**config.mk**
```make
export PLATFORM = sky130hd
export DESIGN_NAME = t05_sram_arbiter
export DESIGN_NICKNAME = d
export VERILOG_FILES = /design/src/rtl/t05_arb_pkg.sv /design/src/rtl/t05_rr_picker.sv /design/src/rtl/t05_sram_arbiter.sv
export SDC_FILE = /design/constraint.sdc
export NUM_CORES = 1
export LEC_CHECK = 0
export CAP_MARGIN = 20
export CORE_AREA = 4 4 413 415
export CTS_CLUSTER_DIAMETER = 40
export DETAILED_ROUTE_END_ITERATION = 16
export DIE_AREA = 0 0 417 419
export SETUP_SLACK_MARGIN = 0.15
export SYNTH_ARGS = -nofsm -noshare
export SYNTH_HDL_FRONTEND = slang
export SYNTH_SLANG_ARGS = --single-unit
```
**constraint.sdc**
```tcl
create_clock -name clk -period 7.7 [get_ports clk]
set_input_delay 2.31 -clock clk [delete_from_list [all_inputs] [get_ports clk]]
set_output_delay 2.31 -clock clk [all_outputs]
set_load 0.05 [all_outputs]
```
**src/rtl/t05_arb_pkg.sv**
```systemverilog
// Shared types and constants for the SRAM arbiter slice.
// Optional timeout feature is enabled in the top with macro T05_ARB_TIMEOUT_EN.
package t05_arb_pkg;

  typedef enum logic [1:0] {
    IDLE  = 2'd0,
    ISSUE = 2'd1,
    WAIT  = 2'd2,
    DONE  = 2'd3
  } arb_state_t;

  localparam int MAX_WORDS = 4;

  // Requester indices on the req/grant/done vectors
  localparam int REQ_HIST  = 0;
  localparam int REQ_FLV   = 1;
  localparam int REQ_HTREE = 2;
  localparam int REQ_CB    = 3;
  localparam int REQ_TRN   = 4;

  // SRAM region bases used by the pipeline stages
  localparam logic [31:0] HIST_BASE  = 32'd0;
  localparam logic [31:0] HTREE_BASE = 32'd1024;
  localparam logic [31:0] CB_BASE    = 32'd2048;

  // Word counts above MAX_WORDS are clamped rather than rejected
  function automatic logic [2:0] clamp_nwords(input logic [2:0] n);
    return (n > 3'(MAX_WORDS)) ? 3'(MAX_WORDS) : n;
  endfunction

endpackage

```
**src/rtl/t05_rr_picker.sv**
```systemverilog
// Combinational round-robin winner select: searches upward from last+1 with wrap.
module t05_rr_picker #(
  parameter int NREQ = 5,
  parameter int IW   = 3
) (
  input  logic [NREQ-1:0] req,
  input  logic [IW-1:0]   last,
  output logic [NREQ-1:0] winner,
  output logic            valid
);

  logic [IW-1:0] cand;

  // First requesting index after the previous winner wins
  always_comb begin
    winner = '0;
    valid  = 1'b0;
    cand   = '0;
    for (int off = 1; off <= NREQ; off++) begin
      cand = IW'((int'(last) + off) % NREQ);
      if (!valid && req[cand]) begin
        winner[cand] = 1'b1;
        valid        = 1'b1;
      end
    end
  end

endmodule

```
**src/rtl/t05_sram_arbiter.sv**
```systemverilog
// Round-robin arbiter sharing one 32-bit wishbone SRAM port between NREQ
// requesters, each posting a transaction of up to 4 words.
// Optional feature: T05_ARB_TIMEOUT_EN bounds busy WAIT cycles per word.
//
// Handshake: a requester raises req (level) with its we/addr/nwords/wdata
// stable; fields are sampled in the cycle its grant is decided. grant stays
// high for the whole transaction; done pulses for one cycle (with grant still
// high) and the requester may drop req from then on. Dropping req earlier is
// ignored. Each bus word is one ISSUE strobe cycle followed by WAIT cycles
// until busy_o is seen low.
module t05_sram_arbiter
  import t05_arb_pkg::*;
#(
  parameter int NREQ    = 5,
  parameter int TIMEOUT = 255
) (
  input  logic                 clk,
  input  logic                 nrst,
  input  logic [NREQ-1:0]      req,
  input  logic [NREQ-1:0]      req_we,
  input  logic [NREQ*32-1:0]   req_addr,
  input  logic [NREQ*3-1:0]    req_nwords,
  input  logic [NREQ*128-1:0]  req_wdata,
  output logic [NREQ-1:0]      grant,
  output logic [NREQ-1:0]      done,
  output logic [127:0]         rdata,
  output logic                 err,
  output logic                 wr_en,
  output logic                 r_en,
  input  logic                 busy_o,
  output logic [3:0]           select,
  output logic [31:0]          addr,
  output logic [31:0]          data_i,
  input  logic [31:0]          data_o,
  output arb_state_t           arb_state
);

  localparam int IW = (NREQ > 1) ? $clog2(NREQ) : 1;

  arb_state_t       state_q, state_d;
  logic [NREQ-1:0]  win_oh;
  logic             win_valid;
  logic [IW-1:0]    win_idx;
  logic [2:0]       win_nwords;
  logic [IW-1:0]    last_q;
  logic [NREQ-1:0]  grant_q;
  logic             we_q;
  logic [31:0]      base_q;
  logic [2:0]       nwords_q;
  logic [2:0]       idx_q;
  logic [127:0]     wdata_q;
  logic [127:0]     rdata_q;
  logic             word_done;
  logic             last_word;
  logic             tout_hit;

  t05_rr_picker #(.NREQ(NREQ), .IW(IW)) u_picker (
    .req    (req),
    .last   (last_q),
    .winner (win_oh),
    .valid  (win_valid)
  );

  // Convert the one-hot winner to an index and fetch its clamped word count
  always_comb begin
    win_idx = '0;
    for (int i = 0; i < NREQ; i++) begin
      if (win_oh[i]) win_idx = i[IW-1:0];
    end
    win_nwords = clamp_nwords(req_nwords[win_idx*3 +: 3]);
  end

  assign word_done = (state_q == WAIT) && !busy_o;
  assign last_word = ((idx_q + 3'd1) == nwords_q);

`ifdef T05_ARB_TIMEOUT_EN
  localparam int TW = $clog2(TIMEOUT + 1);
  logic [TW-1:0] tcnt_q;
  logic          err_q;

  assign tout_hit = (state_q == WAIT) && busy_o && (tcnt_q == TW'(TIMEOUT - 1));
  assign err      = (state_q == DONE) && err_q;

  // Busy-cycle counter per word; err flag remembers an abandoned transaction
  always_ff @(posedge clk or negedge nrst) begin
    if (!nrst) begin
      tcnt_q <= '0;
      err_q  <= 1'b0;
    end else begin
      if (state_q == ISSUE) tcnt_q <= '0;
      else if ((state_q == WAIT) && busy_o) tcnt_q <= tcnt_q + TW'(1);
      if ((state_q == IDLE) && win_valid) err_q <= 1'b0;
      else if (tout_hit) err_q <= 1'b1;
    end
  end
`else
  logic [31:0] unused_timeout;
  assign unused_timeout = 32'(TIMEOUT);
  assign tout_hit       = 1'b0;
  assign err            = 1'b0;
`endif

  // State register
  always_ff @(posedge clk or negedge nrst) begin
    if (!nrst) state_q <= IDLE;
    else       state_q <= state_d;
  end

  // Next-state logic
  always_comb begin
    state_d = state_q;
    unique case (state_q)
      IDLE: begin
        if (win_valid) state_d = (win_nwords == 3'd0) ? DONE : ISSUE;
      end
      ISSUE: state_d = WAIT;
      WAIT: begin
        if (word_done)     state_d = last_word ? DONE : ISSUE;
        else if (tout_hit) state_d = DONE;
      end
      DONE: state_d = IDLE;
      default: state_d = IDLE;
    endcase
  end

  // Transaction context: latched at grant, word index and read buffer per word
  always_ff @(posedge clk or negedge nrst) begin
    if (!nrst) begin
      last_q   <= IW'(NREQ - 1);
      grant_q  <= '0;
      we_q     <= 1'b0;
      base_q   <= '0;
      nwords_q <= '0;
      idx_q    <= '0;
      wdata_q  <= '0;
      rdata_q  <= '0;
    end else begin
      if ((state_q == IDLE) && win_valid) begin
        grant_q  <= win_oh;
        last_q   <= win_idx;
        we_q     <= req_we[win_idx];
        base_q   <= req_addr[win_idx*32 +: 32];
        nwords_q <= win_nwords;
        wdata_q  <= req_wdata[win_idx*128 +: 128];
        rdata_q  <= '0;
        idx_q    <= '0;
      end
      if (state_q == DONE) grant_q <= '0;
      if (word_done) begin
        if (!we_q) rdata_q[idx_q[1:0]*32 +: 32] <= data_o;
        idx_q <= idx_q + 3'd1;
      end
    end
  end

  // Bus and requester outputs decoded from state and latched context
  always_comb begin
    wr_en     = (state_q == ISSUE) && we_q;
    r_en      = (state_q == ISSUE) && !we_q;
    addr      = base_q + {27'd0, idx_q, 2'b00};
    data_i    = we_q ? wdata_q[idx_q[1:0]*32 +: 32] : 32'd0;
    select    = 4'b1111;
    grant     = grant_q;
    done      = (state_q == DONE) ? grant_q : '0;
    rdata     = rdata_q;
    arb_state = state_q;
  end

endmodule

```
* Word-level counts from Yosys, hierarchy flattened
Index checks and enable logic that the tools add are counted.
** Word-level totals
- Flip-flop bits (word level) :: 305
- Latch bits :: 0
- Bits in writable memories :: 0
- Memory bits (read-only) :: 0
- Bits of input ports :: 860
- Logic and storage cells :: 127
- Memories :: 0
** Cells by class
- Add/sub/neg operators :: 8
- Multipliers :: 1
- Div/mod/pow operators :: 5
- Order comparisons :: 12
- Equal/unequal tests :: 6
- Shift operators :: 6
- Mux-type cells :: 52
- Bitwise gates (word level) :: 4
- Reductions and logical operators :: 24
** Operators by type and width (number)
- $shiftx A640 B11 Y128 :: 1
- $mux W128 :: 3
- $mod A32 B4 Y32 const B :: 5
- $shiftx A160 B9 Y32 :: 1
- $bwmux W128 :: 1
- $shift A32 B34 Y128 const A :: 1
- $shiftx A128 B8 Y32 :: 1
- $shiftx A32 B34 Y128 :: 1
- $mux W5 :: 8
- $neg A7 Y34 :: 1
- $add A32 B5 Y32 :: 1
- $mux W32 :: 1
- $lt A3 B4 Y1 const B :: 6
- $or A5 B5 Y5 :: 4
- $bmux W1 S3 :: 6
- $mux W1 :: 17
- $demux W1 S3 :: 5
- $ge A3 B1 Y1 const B :: 5
- $shiftx A15 B6 Y3 :: 1
- $logic_and A1 B1 Y1 :: 13
- $mux W2 :: 6
- $mux W3 :: 4
- $add A3 B2 Y4 const B :: 2
- $add A3 B3 Y4 const B :: 2
- 14 further kinds :: 22

* Depth between registers and ports, before layout
Gate-level depths: netlist of the first run.
- Word-level depth :: 29
- Gate-level depth with buffers :: 29
- Mapped depth without buffers :: 22

* Hierarchy
From an unflattened synthesis of the first run, not the netlist that was laid out.
** Second synthesis, totals
- Cells, all modules :: 2303
- Area total of the unflattened synthesis :: 21177.8 um2
** By module, submodules not included
- t05_sram_arbiter :: instances 1, cells an instance 2022, area an instance 19135.9 um2, seq. area each 7633.6 um2
- t05_rr_picker :: instances 1, cells an instance 281, area an instance 2042.0 um2, seq. area each 0.0 um2

* Least setup slack after synthesis of the first run
Ideal clock, no wire load.
- Path type :: flip-flop to flip-flop
- Start point :: register last_q[0]
- End point :: register base_q[0]
- Setup time :: 132 ps
- Arrival time :: 5764 ps
- Required time :: 7568 ps
- Setup slack :: 1804 ps
- Stages on the path, launching flop included :: 23
- Path buffers :: 6
- Period minus slack after synthesis :: 5896 ps
- Path through :: dfrtp_1 buf_2 inv_1 clkbuf_1 buf_1 ha_1 ha_1 nor4b_1 nor3_1 xnor2_1 inv_1 ha_1 or2_2 o21ai_1 mux2_2 a211oi_2 nand2_1 o41a_1 buf_2 nand2_2 buf_4 clkbuf_1 o21ai_1
** Between the ends
- Cells in the longest elaborated chain, start to end :: 22
- Elaborated cells on any way between the ends :: 73
- Those cells by class :: add/sub: 5; div: 5; order compare: 10; shift: 1; mux: 34; bitwise: 4; reduce/logical: 14
** RTL lines
- start, declared :: line t05_sram_arbiter.sv:45 : logic [IW-1:0] last_q;
- start signal, assigned :: line t05_sram_arbiter.sv:129 : last_q <= IW'(NREQ - 1);
- start signal, assigned :: line t05_sram_arbiter.sv:140 : last_q <= win_idx;
- parallel branches: the longest is 22 deep, another holds $mod A32 B4 Y32
- end signal, assigned :: line t05_sram_arbiter.sv:142 : base_q <= req_addr[win_idx*32 +: 32];
- end, declared :: line t05_sram_arbiter.sv:48 : logic [31:0] base_q;
Parallel ways; which one is timed is not known. The select of a mux whose other input is x is not followed.
A chain may end at the register's enable or synchronous reset.

* Worst setup path after layout of the first run
- Start point :: register idx_q[0]
- End point :: output port addr[28]
** Between the ends
- Cells in the longest elaborated chain, start to end :: 1
** RTL lines
- start, declared :: line t05_sram_arbiter.sv:50 : logic [2:0] idx_q;
- start signal, assigned :: line t05_sram_arbiter.sv:151 : idx_q <= idx_q + 3'd1;
- $add A32 B5 Y32 :: line t05_sram_arbiter.sv:160 : addr = base_q + {27'd0, idx_q, 2'b00};
- end, declared :: line t05_sram_arbiter.sv:32 : output logic [31:0] addr,
Every way passes these cells.

==> results by group, run 1 <==
Outcome
  – Run status: completed

Global route
  – Overall Global Routing Usage: 0.183
  – First-pass GRT wire length: 219000 µm
  – Gr ovfl total: 0
  – Pin count of the biggest net entering global routing: 130
  – Number of global-route vias before repair: 25068
  – Initial antenna violation count: 123

STA
  – Final Critical Period: 7120 ps
  – Final period util: 0.924
  – Fmax: 141 MHz
  – Final Hold Vio Count: 0
  – Layout Skew: 50.8 ps
  – Setup TNS: 0 ps
  – Worst-Margin Slew: 1080 ps
  – RSZ-0062 raised after global routing: no
  – Setup Viol. Count Final: 0
  – Relative slew slack: 0.280
  – Max-slew violation count: 0

Worst hold path
  – HP Class: register to register
  – Min-Delay Path Depth: 1

Place
  – Final GP Congestion: 0.973
  – # port buffers: 1065
  – Post-detail-place hpwl: 138000 µm

Clocking
  – CTS tree: built
  – Reg clk slew, reported paths: 40 ps
  – Number of clock sinks: 305
  – Worst skew pair latency: 670 ps
  – Bufs on Longest Clock Path: 3
  – Clock Root Buffer: clkbuf_16
  – CTS Buf Count: 78
  – Htree depth: 3

Worst setup path
  – Worst Setup End Kind: primary output
  – CP Data Arrival Time: 4810 ps
  – Slowest stage delay, CP: 830 ps
  – Crit path launch type: register
  – R2R depth: 19
  – CP max stage cell: clkdlybuf4s50_1
  – CP Max Fanout: 12
  – Kind of critical path: register to primary output
  – CP required: 5390 ps
  – R2R Setup Slk: 920 ps
  – Critical Path, Cell by Cell: ha_1 -> inv_1 -> fa_1 -> inv_1 -> a21o_1 -> nor2b_1 -> nor2b_1 -> nand4_1 -> nor3_2 -> nand3_1 -> xnor2_1 -> clkdlybuf4s50_1

Yosys
  – Post-synth ARST share: 1.00
  – Post-Syn Area per Cell: 7.84 µm²
  – Post-synthesis cell type count: 91
  – Post-synth EDFFs: 0
  – #FFs+latches synth: 305
  – Seq/Total Area, Yosys: 0.366
  – Synthesized cell area: 0.0209 mm²
  – Yosys warning count: 0
  – Mapped Cells: 2661
  – Predominant post-synthesis flop cell: dfrtp_1

Finish
  – Layout net count: 4552
  – Commonest cells after routing, fill and taps aside: 1064 x clkdlybuf4s50_1, 831 x nand2_1, 343 x nand3_1
  – Most common cell after layout, fill and taps aside: clkdlybuf4s50_1
  – Layout cells sized above 1: 0.0821
  – Synth-to-Final Area Change: 78.0%

Drt
  – DRT antenna net count: 0
  – Total Routed Length: 169000 µm
  – TritonRoute pass-1 iters: 6
  – DRT iter0 DRCs: 2364
  – WL per Instance: 28.4 µm
  – DR vias: 25662
  – DR vias/cell: 4.31
  – DRC viols: 0

Die
  – Width of the die: 417 µm
  – Die H: 419 µm
  – Initial Utilization: 0.125
  – Die area: 0.175 mm²
  – Core box area: 0.167 mm²
  – I/O Pins: 1071
  – Std-Cell Rows: 150

Run
  – Max_cap viols: 0
==> layout make-up <==
cell class,count,area (µm²)
multi-input cells,2094,12100
clock inverters,53,766
diodes,32,80.1
repair buffers,1141,11600
flip-flops and latches,305,7640
clock buffers,88,2060
fillers,18465,130000
inverters,35,131
well taps,2204,2760
==> path summary, 6_finish.rpt <==
check                                   end         from
worst min-delay path            wdata_q[90]  wdata_q[90]
worst min register to register  wdata_q[90]  wdata_q[90]
min in group asynchronous         rdata[49]         nrst
max in group asynchronous          idx_q[0]         nrst
worst max register to register  wdata_q[39]    last_q[1]
worst max-delay path               addr[28]     idx_q[0]
==> metrics by stage <==
stage | setup slack, ps | instances | util | area, µm² | hold slack, ps
after floorplan | 1800 | 2664 | - | 20900 | 461
after global placement | 646 | 5772 | 0.205 | 34100 | 470
after detailed placement | 611 | 5772 | 0.205 | 34100 | 476
after CTS | 181 | 5913 | 0.222 | 36900 | 486
after global routing | 294 | 5939 | 0.223 | 37100 | 512
final | 584 | 5952 | 0.223 | 37200 | 484
==> cells in the mapped netlist (17+ instances only) <==
cell      number  area [µm²]
a22o_1       132        1160
a22oi_1      144        1080
a32o_1        17         170
and2_1        34         213
buf_1         18        67.6
buf_2         95         475
buf_4         24         180
clkbuf_1      93         349
dfrtp_1      304        7610
ha_1          35         438
inv_1         33         124
mux4_2        32         721
nand2_1      831        3120
nand3_1      343        1720
nor2_1        72         270
o21ai_0       23         115
o21ai_1      149         746
xnor2_1       33         289
==> state kept, by name, summed over array words and instances, names as in the netlist <==
name and count:
idx_q 3, last_q 3, nwords_q 3, base_q 32
rdata 128, we_q 1, arb_state 2, wdata_q 128
grant 5
==> critical path, delay by kind of cell, from the launching register on <==
| family | cells | cell delay [ps] |
|---|---|---|
| buffers and inverters | 3 | 990 |
| adders and majority gates | 2 | 640 |
| AOI/OAI and AO/OA | 1 | 150 |
| xor gates and xnor gates | 1 | 170 |
| DFF | 1 | 490 |
| and+or+nand+nor | 5 | 1690 |
==> cell families (layout without fill, tap and decap cells) <==
family	Yosys count	count (layout)	share of synthesized area
AO/OA/AOI/OAI	579	579	0.204
AND/OR/NAND/NOR	1388	1389	0.291
multiplexers	43	43	0.0401
XOR/XNOR	41	41	0.0176
flip-flops	305	305	0.366
adder cells (fa/ha/maj)	37	37	0.0229
buffers and inverters	266	1317	0.0582
other	2	37	0.000360
==> metal layers <==
layer / wire length (µm) / global-route usage
met1: 60300 / 0.198
met5: 165 / 0
met2: 91300 / 0.348
met4: 5500 / 0.0594
met3: 11900 / 0.0432
==> what timing repair did <==
item / 4_1_cts / 5_1_grt
setup buffers: 0 / 6
endpoints found under the setup margin: 0 / 77
hold buffers: 0 / 0
gates resized for setup: 0 / 3
Power of run 1 is not shown: default switching activity piles up to over one toggle a cycle in this logic, so the estimate is an artifact.
==> inputs of run 2 (changes only) <==
Settings changed: CAP_MARGIN 20 to unset, CORE_AREA 4 4 413 415 to 4 4 411 413, DIE_AREA 0 0 417 419 to 0 0 415 417, TNS_END_PERCENT set to 20.
Clock period 7.7 ns to 8.6 ns, I/O delays scaled along.
==> results by group, run 2 (same netlist as run 1, synthesis figures left out) <==
Drt
  – DR vias: 25558
  – WL per Instance: 28.0 µm
  – DRT antenna net count: 0
  – Total Routed Length: 166000 µm
  – DR vias/cell: 4.31
  – TritonRoute pass-1 iters: 5
  – DRC viols: 0
  – DRT iter0 DRCs: 2133

STA
  – Worst-Margin Slew: 1020 ps
  – Relative slew slack: 0.320
  – Setup Viol. Count Final: 0
  – Final period util: 0.877
  – Fmax: 133 MHz
  – Max-slew violation count: 0
  – RSZ-0062 raised after global routing: no
  – Setup TNS: 0 ps
  – Final Hold Vio Count: 0
  – Final Critical Period: 7540 ps
  – Layout Skew: 48.0 ps

Die
  – Std-Cell Rows: 149
  – Die H: 417 µm
  – Initial Utilization: 0.127
  – Core box area: 0.165 mm²
  – Die area: 0.173 mm²
  – Width of the die: 415 µm
  – I/O Pins: 1071

Global route
  – Gr ovfl total: 0
  – Met2 Use GR: 0.340
  – GR Util met3: 0.0411
  – Most Crowded Layer GR: met2
  – First-pass GRT wire length: 218000 µm
  – Initial antenna violation count: 117
  – Overall Global Routing Usage: 0.182
  – Pin count of the biggest net entering global routing: 111
  – Number of global-route vias before repair: 24864
  – Met1 usage: 0.200

Worst hold path
  – HP Class: register to register

Worst setup path
  – R2R Setup Slk: 1280 ps
  – R2R depth: 21
  – R2r endpoint: wdata_q[106]
  – FF-to-FF Start: last_q[0]
  – Worst Setup End Kind: primary output
  – Critical Path, Cell by Cell: ha_1 -> inv_1 -> fa_1 -> inv_1 -> a21o_1 -> nor2b_1 -> nor2b_1 -> nand4_1 -> nor3_1 -> nand3_1 -> xnor2_1 -> clkdlybuf4s50_1
  – CP Data Arrival Time: 4960 ps
  – Critical path origin: idx_q[0]
  – CP required: 6020 ps
  – Slowest stage delay, CP: 840 ps
  – Critical Path End: addr[28]
  – Crit path launch type: register
  – CP Max Fanout: 12
  – CP max stage cell: clkdlybuf4s50_1
  – Kind of critical path: register to primary output

Finish
  – Post-layout util: 0.225
  – Synth-to-Final Area Change: 77.8%
  – Most common cell after layout, fill and taps aside: clkdlybuf4s50_1
  – Layout net count: 4547
  – Commonest cells after routing, fill and taps aside: 1064 x clkdlybuf4s50_1, 831 x nand2_1, 343 x nand3_1
  – Layout cells sized above 1: 0.0805
  – Design Area, Final: 0.0371 mm²

Place
  – DP Area: 0.0341 mm²
  – Final GP Congestion: 0.953
  – Post-detail-place hpwl: 137000 µm
  – # port buffers: 1065

Run
  – Max_cap viols: 0

Clocking
  – Bufs on Longest Clock Path: 3
  – Clock Root Buffer: clkbuf_16
  – Htree depth: 3
  – CTS tree: built
  – Post-cts resize count: 0
  – Hold Buf Count CTS: 0
  – CTS Buf Count: 80
  – Total setup buffers inserted after CTS: 0
  – Worst skew pair latency: 690 ps
  – Reg clk slew, reported paths: 40 ps
  – Number of clock sinks: 305

Outcome
  – Run status: completed
==> run 2: cell count changes in the layout (fill, tap and decap cells not counted), sizes merged <==
cell      previous run  this run
buf                 77        71
bufinv              11        13
clkbuf              88        96
clkinv              29        21
clkinvlp             6        10
diode               32        29
inv                 42        43
nand2              834       833
==> run 2: worst min path at each step <==
stage                            from     endpoint  slack, ps  cells past startpoint
final                     wdata_q[42]  wdata_q[42]        490                      1
after global routing        rdata[33]    rdata[33]        510                      1
after CTS                 wdata_q[42]  wdata_q[42]        500                      1
after detailed placement  wdata_q[42]  wdata_q[42]        490                      1
after global placement    wdata_q[58]  wdata_q[58]        480                      1
after floorplan           wdata_q[70]  wdata_q[70]        460                      1
==> run 2: metal layers <==
layer	routed length, µm	vias up
met3	11100	301
met5	172	-
met1	60300	12585
met4	5650	28
met2	89000	1207
li1	-	11437
==> run 2: area by class of cell <==
cell class              count  area (µm²)
repair buffers           1135       11500
well taps                2189        2740
multi-input cells        2093       12100
flip-flops and latches    305        7640
fillers                 18182      128000
clock buffers              96        2160
inverters                  35         131
clock inverters            52         796
diodes                     29        72.6
==> run 2: through the flow <==
stage | hold slack (ps) | instances | worst slack [ps]
4_1_cts | 496 | 5905 | 726
2_1_floorplan | 461 | 2664 | 2460
6_report | 492 | 5934 | 1060
3_5_place_dp | 486 | 5757 | 1340
5_1_grt | 509 | 5920 | 700
3_3_place_gp | 478 | 5757 | 1440
==> run 2: critical path, delay by kind of cell, from the launching register on <==
kind	cells	cell delay, ps
compound gates	1	130
fa+ha+maj	2	640
simple gates	5	1780
flops	1	520
buf+inv	3	990
xor+xnor	1	220
Power of run 2 is left out for the same reason.
==> inputs of run 3 (changes only) <==
Settings changed: SETUP_SLACK_MARGIN 0.15 to unset.
==> results of run 3 <==
The final DEF is identical to that of run 2; final timing and power are the same.
Power of run 3 is left out for the same reason.
